$ cat config.mk
export PLATFORM = sky130hd
export DESIGN_NAME = dds_sweep_controller
export DESIGN_NICKNAME = d
export VERILOG_FILES = /design/src/rtl/dds_sweep_controller.sv
export SDC_FILE = /design/constraint.sdc
export NUM_CORES = 1
export LEC_CHECK = 0
export ABC_CLOCK_PERIOD_IN_PS = 8670
export BUFFER_PORTS_ARGS = -buffer_cell sky130_fd_sc_hd__buf_2
export CAP_MARGIN = 20
export CORE_MARGIN = 2
export CORE_UTILIZATION = 60
export DETAILED_ROUTE_END_ITERATION = 10
export GPL_TIMING_DRIVEN = 0
export PLACE_DENSITY = 0.81
export SLEW_MARGIN = 25
export SYNTH_ARGS = -nofsm -noshare
export SYNTH_HDL_FRONTEND = slang
export SYNTH_SLANG_ARGS = --single-unit
$ cat constraint.sdc
create_clock -name clk -period 8.67 [get_ports clk]
set_input_delay 0.867 -clock clk [delete_from_list [all_inputs] [get_ports clk]]
set_output_delay 0.867 -clock clk [all_outputs]
set_load 0.01 [all_outputs]
$ cat src/rtl/dds_sweep_controller.sv
// ---------------------------------------------------------------------------
// dds_sweep_controller
//
// Steps the DDS frequency word from a start value to a stop value in fixed,
// clamped increments, holding each point for a programmable number of
// clocks. Optionally repeats the sweep until aborted. A phase offset is
// presented for exactly one cycle at sweep start because the DDS adds
// `phase` on every clock.
//
// Ports
//   clk            in   system clock
//   rst            in   asynchronous, active-high reset
//   start          in   sweep request (sampled in IDLE only)
//   abort          in   terminate sweep (sampled in RUN only)
//   cfg_start_freq in   first frequency word
//   cfg_stop_freq  in   last frequency word
//   cfg_step       in   unsigned step magnitude
//   cfg_dwell      in   clocks per frequency point
//   cfg_phase      in   one-shot phase offset at sweep start
//   cfg_repeat     in   1 = restart from start after the stop point
//   frequency      out  frequency word to the DDS
//   phase          out  phase offset to the DDS (nonzero one cycle only)
//   busy           out  sweep in progress
//   done           out  one-cycle pulse when a non-repeating sweep ends
//   step_strobe    out  one-cycle pulse on every new sweep point
//   cfg_error      out  one-cycle pulse when a start is rejected
// ---------------------------------------------------------------------------
module dds_sweep_controller #(
    parameter int ACC_WIDTH   = 32,
    parameter int DWELL_WIDTH = 24
) (
    input  logic                   clk,
    input  logic                   rst,
    input  logic                   start,
    input  logic                   abort,
    input  logic [ACC_WIDTH-1:0]   cfg_start_freq,
    input  logic [ACC_WIDTH-1:0]   cfg_stop_freq,
    input  logic [ACC_WIDTH-1:0]   cfg_step,
    input  logic [DWELL_WIDTH-1:0] cfg_dwell,
    input  logic [ACC_WIDTH-1:0]   cfg_phase,
    input  logic                   cfg_repeat,
    output logic [ACC_WIDTH-1:0]   frequency,
    output logic [ACC_WIDTH-1:0]   phase,
    output logic                   busy,
    output logic                   done,
    output logic                   step_strobe,
    output logic                   cfg_error
);

    typedef enum logic {
        IDLE = 1'b0,
        RUN  = 1'b1
    } state_t;

    localparam logic [DWELL_WIDTH-1:0] dwell_one = {{(DWELL_WIDTH-1){1'b0}}, 1'b1};

    state_t                 state, state_n;
    logic [ACC_WIDTH-1:0]   frequency_n, phase_n;
    logic                   busy_n, done_n, step_strobe_n, cfg_error_n;
    logic [DWELL_WIDTH-1:0] dwell_cnt, dwell_cnt_n;

    // Shadow copies of the configuration, frozen for the whole sweep.
    logic [ACC_WIDTH-1:0]   sh_start, sh_start_n;
    logic [ACC_WIDTH-1:0]   sh_stop, sh_stop_n;
    logic [ACC_WIDTH-1:0]   sh_step, sh_step_n;
    logic [DWELL_WIDTH-1:0] sh_dwell, sh_dwell_n;
    logic                   sh_repeat, sh_repeat_n;
    logic                   sh_up, sh_up_n;

    logic [ACC_WIDTH-1:0]   remaining;
    logic [ACC_WIDTH-1:0]   next_point;

    // Clamped next point: compare the distance still to go against the step
    // instead of adding first, so the word can never wrap past stop.
    always_comb begin
        remaining  = sh_up ? (sh_stop - frequency) : (frequency - sh_stop);
        next_point = sh_stop;
        if (remaining > sh_step) begin
            next_point = sh_up ? (frequency + sh_step) : (frequency - sh_step);
        end
    end

    always_comb begin
        // NOTE: every signal written here gets a default first; a path that
        // left one unassigned would infer a latch.
        state_n       = state;
        frequency_n   = frequency;
        phase_n       = '0;
        busy_n        = busy;
        done_n        = 1'b0;
        step_strobe_n = 1'b0;
        cfg_error_n   = 1'b0;
        dwell_cnt_n   = dwell_cnt;
        sh_start_n    = sh_start;
        sh_stop_n     = sh_stop;
        sh_step_n     = sh_step;
        sh_dwell_n    = sh_dwell;
        sh_repeat_n   = sh_repeat;
        sh_up_n       = sh_up;

        unique case (state)
            IDLE: begin
                if (start) begin
                    if (cfg_step == '0 || cfg_dwell == '0) begin
                        cfg_error_n = 1'b1;
                    end else begin
                        sh_start_n    = cfg_start_freq;
                        sh_stop_n     = cfg_stop_freq;
                        sh_step_n     = cfg_step;
                        sh_dwell_n    = cfg_dwell;
                        sh_repeat_n   = cfg_repeat;
                        sh_up_n       = (cfg_stop_freq >= cfg_start_freq);
                        state_n       = RUN;
                        frequency_n   = cfg_start_freq;
                        phase_n       = cfg_phase;
                        step_strobe_n = 1'b1;
                        busy_n        = 1'b1;
                        dwell_cnt_n   = cfg_dwell - dwell_one;
                    end
                end
            end
            RUN: begin
                if (abort) begin
                    state_n     = IDLE;
                    frequency_n = '0;
                    busy_n      = 1'b0;
                end else if (dwell_cnt != '0) begin
                    dwell_cnt_n = dwell_cnt - dwell_one;
                end else if (frequency != sh_stop) begin
                    frequency_n   = next_point;
                    step_strobe_n = 1'b1;
                    dwell_cnt_n   = sh_dwell - dwell_one;
                end else if (sh_repeat) begin
                    frequency_n   = sh_start;
                    step_strobe_n = 1'b1;
                    dwell_cnt_n   = sh_dwell - dwell_one;
                end else begin
                    state_n = IDLE;
                    busy_n  = 1'b0;
                    done_n  = 1'b1;
                end
            end
            default: state_n = IDLE;
        endcase
    end

    always_ff @(posedge clk or posedge rst) begin
        if (rst) begin
            state       <= IDLE;
            frequency   <= '0;
            phase       <= '0;
            busy        <= 1'b0;
            done        <= 1'b0;
            step_strobe <= 1'b0;
            cfg_error   <= 1'b0;
            dwell_cnt   <= '0;
            sh_start    <= '0;
            sh_stop     <= '0;
            sh_step     <= '0;
            sh_dwell    <= '0;
            sh_repeat   <= 1'b0;
            sh_up       <= 1'b0;
        end else begin
            // NOTE: non-blocking assignments so every register samples the
            // pre-edge value of the others, independent of statement order.
            state       <= state_n;
            frequency   <= frequency_n;
            phase       <= phase_n;
            busy        <= busy_n;
            done        <= done_n;
            step_strobe <= step_strobe_n;
            cfg_error   <= cfg_error_n;
            dwell_cnt   <= dwell_cnt_n;
            sh_start    <= sh_start_n;
            sh_stop     <= sh_stop_n;
            sh_step     <= sh_step_n;
            sh_dwell    <= sh_dwell_n;
            sh_repeat   <= sh_repeat_n;
            sh_up       <= sh_up_n;
        end
    end

endmodule

; After elaboration in Yosys (flattened, before gate mapping)
; Index checks and enable logic that the tools add are counted.
; Widths: inputs -> output; s select.
[classes]
add_sub_neg = 7
n_lt_le_gt_ge = 2
eq_ne = 9
muxes = 45
bitwise_logic = 2
reduce_logical = 8
[op_table]
columns = cell, count
row1 = $mux 32, 12
row2 = $mux 24, 6
row3 = $sub 32x32->32, 3
row4 = $sub 24x1->24 const B, 3
row5 = $pmux 32 s2, 1
row6 = $pmux 24 s2, 1
row7 = $add 32x32->32, 1
row8 = $ge 32x32->1, 1
row9 = $gt 32x32->1, 1
row10 = $logic_not 32->1, 1
row11 = $ne 32x32->1, 1
row12 = $logic_not 24->1, 1
row13 = $reduce_bool 24->1, 1
row14 = $mux 1, 22
row15 = $ne 3x3->1 const B, 3
row16 = $reduce_and 4->1, 2
row17 = $ne 2x2->1 const B, 3
row18 = $pmux 1 s2, 3
row19 = $reduce_and 5->1, 1
row20 = $ne 4x1->1 const B, 1
row21 = $ne 4x2->1 const B, 1
row22 = $reduce_and 3->1, 1
row23 = $not 1->1, 2
row24 = $logic_or 1x1->1, 1
[word_totals]
regBits = 215
inputBits = 157
output_inout_bits = 68
wordCells = 87

; Depth between registers and ports, before layout
[depth]
ltp_word = 8
depth_mapped = 22
ltp_nobuf = 21

; Worst setup path before layout
; OpenSTA, ideal clock, no wires.
[synth_timing]
kind = register -> register
start = register frequency[1]
end = register frequency[10]
setup_time_ns = 0.126
arrival_time_ns = 5.097
t_required_ns = 8.544
path_slack_ns = 3.447
path_stages_with_launch = 21
path_buffers = 1
synth_period_minus_slack_ns = 5.223
path_cell_list = dfrtp_1 -> inv_1 -> ha_1 -> nor2b_1 -> o21ai_0 -> a21oi_1 -> a2111oi_2 -> o2111ai_1 -> and3_1 -> or4b_2 -> o2111ai_1 -> ha_1 -> nand4_1 -> or4b_4 -> nor4_2 -> o31ai_1 -> a31oi_4 -> buf_6 -> mux2i_1 -> a21oi_1 -> a221o_1
[synth_via]
elab_chain_cells = 8
word_cells_on_any_way = 15
cone_classes = 4 x add/sub / 1 x order compare / 2 x eq/ne / 7 x mux / 1 x reduce/logical
[synth_rtl]
columns = element, line_no
row1 = start: declaration, 42  ; output logic [ACC_WIDTH-1:0] frequency,
row2 = start signal: assignment, 167  ; frequency <= frequency_n;
row3 = $sub 32x32->32, 76  ; remaining = sh_up ? (sh_stop - frequency) : (frequency - sh_stop);
row4 = $mux 32, 76
row5 = $gt 32x32->1, 78  ; if (remaining > sh_step) begin
row6 = $mux 32, 78
row7 = $mux 32, 129  ; end else if (frequency != sh_stop) begin
row8 = $mux 32, 127  ; end else if (dwell_cnt != '0) begin
row9 = $mux 32, 123  ; if (abort) begin
row10 = $pmux 32 s2, 101  ; unique case (state)
; Several ways; a longest one is shown, not always the timed one. The select of a mux whose other input is x is not followed.
; A chain may end at the register's enable or synchronous reset.

; Worst setup path after layout
[layout_timing]
start = register frequency[1]
end = register frequency[0]
; Same word-level chain as after synthesis.

==> impl_metrics.tcl <==
set metrics [dict create \
    synth_edf_count 0 \
    seqCellArea_um2 5380 \
    wl_um 59400 \
    design_area_um2 19300 \
    ys_ff_latch 215 \
    synth_top_cell_area_share_pct 32.0 \
    ir_worst_vdd_uv 226 \
    grt_pass1_wl_um 90400 \
    via_per_inst 6.32 \
    crit_type "reg -> reg" \
    antenna_found_initial 3 \
    setup_slack_ns 1.95 \
    run_status "finished, final reports clean" \
    final.fill_count 2333 \
    routedWlPerCell_um 22.0 \
    hold_viol 0 \
    yosysSeqAreaShare_pct 32.0 \
    synthTopCellsByArea "dfrtp_1 (32%), ha_1 (12%), nand2_1 (5.8%)" \
    synth_ff_type "dfrtp_1" \
    fin_nets 2622 \
    clock_latency_ns 0.56 \
    areaGrowthSynthToFinish_pct 14.7 \
    clk_pin_slew_ns 0.06 \
    rsz0062_at_grt "false" \
    ctsLongestPathBuffers 3 \
    drc 0 \
    worstSetupEndpointType "flop" \
    setup_tns_ns 0 \
    power_density_nw_per_um2 304 \
    first_pass_iters 6 \
    path_max_fanout 10 \
    die_w_um 171 \
    gp_congestion 1.01 \
    min_period_ns 6.72 \
    grt_max_degree 92 \
    grt_usage_pct 39.9 \
    r2r_setup_slack_ns 1.95 \
    io_pins 225 \
    synth_nets 2370 \
    maxCapViolations 0 \
    synth_cell_types 84 \
    cts.repair.resized 0 \
    instances_no_fill 2699 \
    cts_hold_buf 0 \
    dr_total_vias 17070 \
    power_mw 5.87 \
    slew_viol_final 0 \
    slew_headroom_pct 27.0 \
    die_h_um 171 \
    cp-start-kind "flop" \
    syn_avg_cell_area_um2 8.20 \
    multi_input_area_um2 10400 \
    fin_crit_sh_pct 77.5 \
    max_freq_mhz 149 \
    clock_sinks 215 \
    dpl_cell_area_um2 18500 \
    cts_inserted_buffers 24 \
    die_area_um2 29400 \
    synthArstFlopShare_pct 100 \
    grt_pass1_vias 16277 \
    skew_ns 0.0200 \
    ant_nets 0 \
    arrival_ns 7.16 \
    dp_cells 2655 \
    cts_tree "yes" \
    synth_top_area_cell "dfrtp_1" \
    leakage_nw 9.15 \
    post-cts-setup-buffers 0 \
    setup_violations 0 \
    start_util_pct 60.7 \
    drive_gt1_share_pct 13.9 \
    portBuffers 224 \
    required_ns 9.11 \
    min_path_type "in -> async" \
    grt_overflow 0 \
    pre_cts_slack_ns 2.17 \
    row_count 61 \
    dr.first_iter.drc_count 1499 \
    cts_root_buf "clkbuf_16" \
    ys_warn_count 0 \
    htree_levels 1 \
    core_um2 27700 \
    synth_area_um2 16800 \
    worst_pin_slew_ns 1.09 \
    hpwl_um 47500 \
    synthCells 2051 \
]
## layout make-up
type | count | share of cell area (%)
Tap cell | 378 | 2.45
Buffer | 105 | 2.30
Clock buffer | 36 | 3.60
Clock inverter | 7 | 0.603
Multi-Input combinational cell | 1575 | 54.0
Inverter | 156 | 3.07
Antenna cell | 1 | 0.0130
Timing Repair Buffer | 226 | 6.09
Sequential cell | 215 | 27.9
## cell usage after synthesis (16+ instances only)
master / n
nor2_1: 137
mux2i_1: 26
nand3_1: 24
a211oi_1: 19
dfrtp_1: 215
and2_1: 41
clkbuf_1: 79
ha_1: 159
a21o_1: 53
a21oi_1: 165
o211ai_1: 27
o21bai_1: 16
a221o_1: 16
nor3_1: 32
o21ai_0: 186
nor4_1: 34
inv_1: 155
a31oi_1: 29
xor2_1: 22
xnor2_1: 76
nand2_1: 261
nand4_1: 36
## state kept, by name, indices dropped and copies added (netlist names)
| name | count |
|---|---|
| busy | 1 |
| cfg_error | 1 |
| done | 1 |
| dwell_cnt | 24 |
| frequency | 32 |
| phase | 32 |
| sh_dwell | 24 |
| sh_repeat | 1 |
| sh_start | 32 |
| sh_step | 32 |
| sh_stop | 32 |
| sh_up | 1 |
| state | 1 |
| step_strobe | 1 |
## per-layer routing
| metal | up-vias | global-route usage [%] | wire length (um) |
|---|---|---|---|
| met5 | - | 0 | 27 |
| met4 | 4 | 17.2 | 2810 |
| met3 | 172 | 9.00 | 6380 |
| met2 | 1006 | 62.9 | 26300 |
| met1 | 8040 | 52.8 | 23900 |
| li1 | 7848 | - | - |
## worst max-delay path, cell delays in order, from the launching register on
cell       delay [ns]
dfrtp_1          0.58
inv_1            0.23
ha_1             0.37
nor2b_1          0.14
o21ai_0          0.30
a21oi_1          0.16
a2111oi_2        0.46
o2111ai_1        0.26
and3_1           0.28
or4b_2           0.63
o2111ai_1        0.12
ha_1             0.18
nand4_1          0.17
or4b_4           0.59
nor4_2           0.44
o31ai_1          0.20
a31oi_4          0.44
buf_6            0.26
mux2i_1          0.36
a21oi_1          0.12
a221o_1          0.30
## placed cells by master, fill, tap and decap left out, types with 7 or more instances in the layout
| cell | Yosys | routed |
|---|---|---|
| a22o_1 | 7 | 7 |
| nand2b_1 | 8 | 8 |
| dfrtp_1 | 215 | 215 |
| a211oi_1 | 19 | 19 |
| nor4_1 | 34 | 34 |
| ha_1 | 159 | 159 |
| a21o_1 | 53 | 53 |
| inv_1 | 155 | 154 |
| a211o_1 | 7 | 7 |
| nand2_1 | 261 | 261 |
| or2_2 | 7 | 7 |
| o21a_1 | 11 | 11 |
| a31oi_1 | 29 | 29 |
| nor3_1 | 32 | 32 |
| mux2_2 | 8 | 8 |
| and4_1 | 14 | 14 |
| buf_1 | 9 | 9 |
| or3_1 | 15 | 15 |
| a221o_1 | 16 | 16 |
| a22oi_1 | 12 | 12 |
| o21bai_1 | 16 | 16 |
| mux2i_1 | 26 | 26 |
| and3_1 | 10 | 10 |
| o31ai_1 | 14 | 14 |
| nand4_1 | 36 | 36 |
| and2_1 | 41 | 41 |
| xnor2_1 | 76 | 76 |
| clkbuf_16 | 0 | 24 |
| nand3_1 | 24 | 24 |
| o211ai_1 | 27 | 27 |
| xor2_1 | 22 | 22 |
| clkbuf_1 | 79 | 86 |
| nor2_1 | 137 | 137 |
| o21ai_0 | 186 | 186 |
| buf_2 | 12 | 236 |
| a21oi_1 | 165 | 165 |
## cell families (layout without fill, tap and decap cells)
family | count (synthesis) | count (layout) | share of synthesized area [%]
xor gates and xnor gates | 98 | 98 | 5.10
muxes | 35 | 35 | 2.15
AOI/OAI and AO/OA | 631 | 631 | 23.9
adders and majority gates | 162 | 162 | 12.2
DFF | 215 | 215 | 32.0
other | 0 | 1 | 0
buffers and inverters | 261 | 530 | 6.11
and+or+nand+nor | 649 | 649 | 18.6
## stage by stage
stage               hold slack (ns)  util [%]
global placement              0.455      66.5
CTS                           0.320      69.6
finish                        0.311      69.7
detailed placement            0.466      66.7
floorplan                     0.440         -
global route                  0.347      69.7
## path summary, 6_finish.rpt
check                              from            to  depth (start not counted)
max in group asynchronous           rst     phase[26]                          3
min in group clk           sh_dwell[15]  sh_dwell[15]                          2
min reg2reg                sh_dwell[15]  sh_dwell[15]                          2
max                        frequency[1]  frequency[0]                         20
min                                 rst      phase[8]                          2
max reg2reg                frequency[1]  frequency[0]                         20
## power breakdown
group / leakage, nW / total (mW) / switching, mW / internal (mW)
Sequential: 2.66 / 1.41 / 0.215 / 1.20
Combinational: 6.10 / 3.40 / 2.10 / 1.30
Clock: 0.392 / 1.06 / 0.445 / 0.616
No activity file was read; power rests on OpenSTA's default activity.
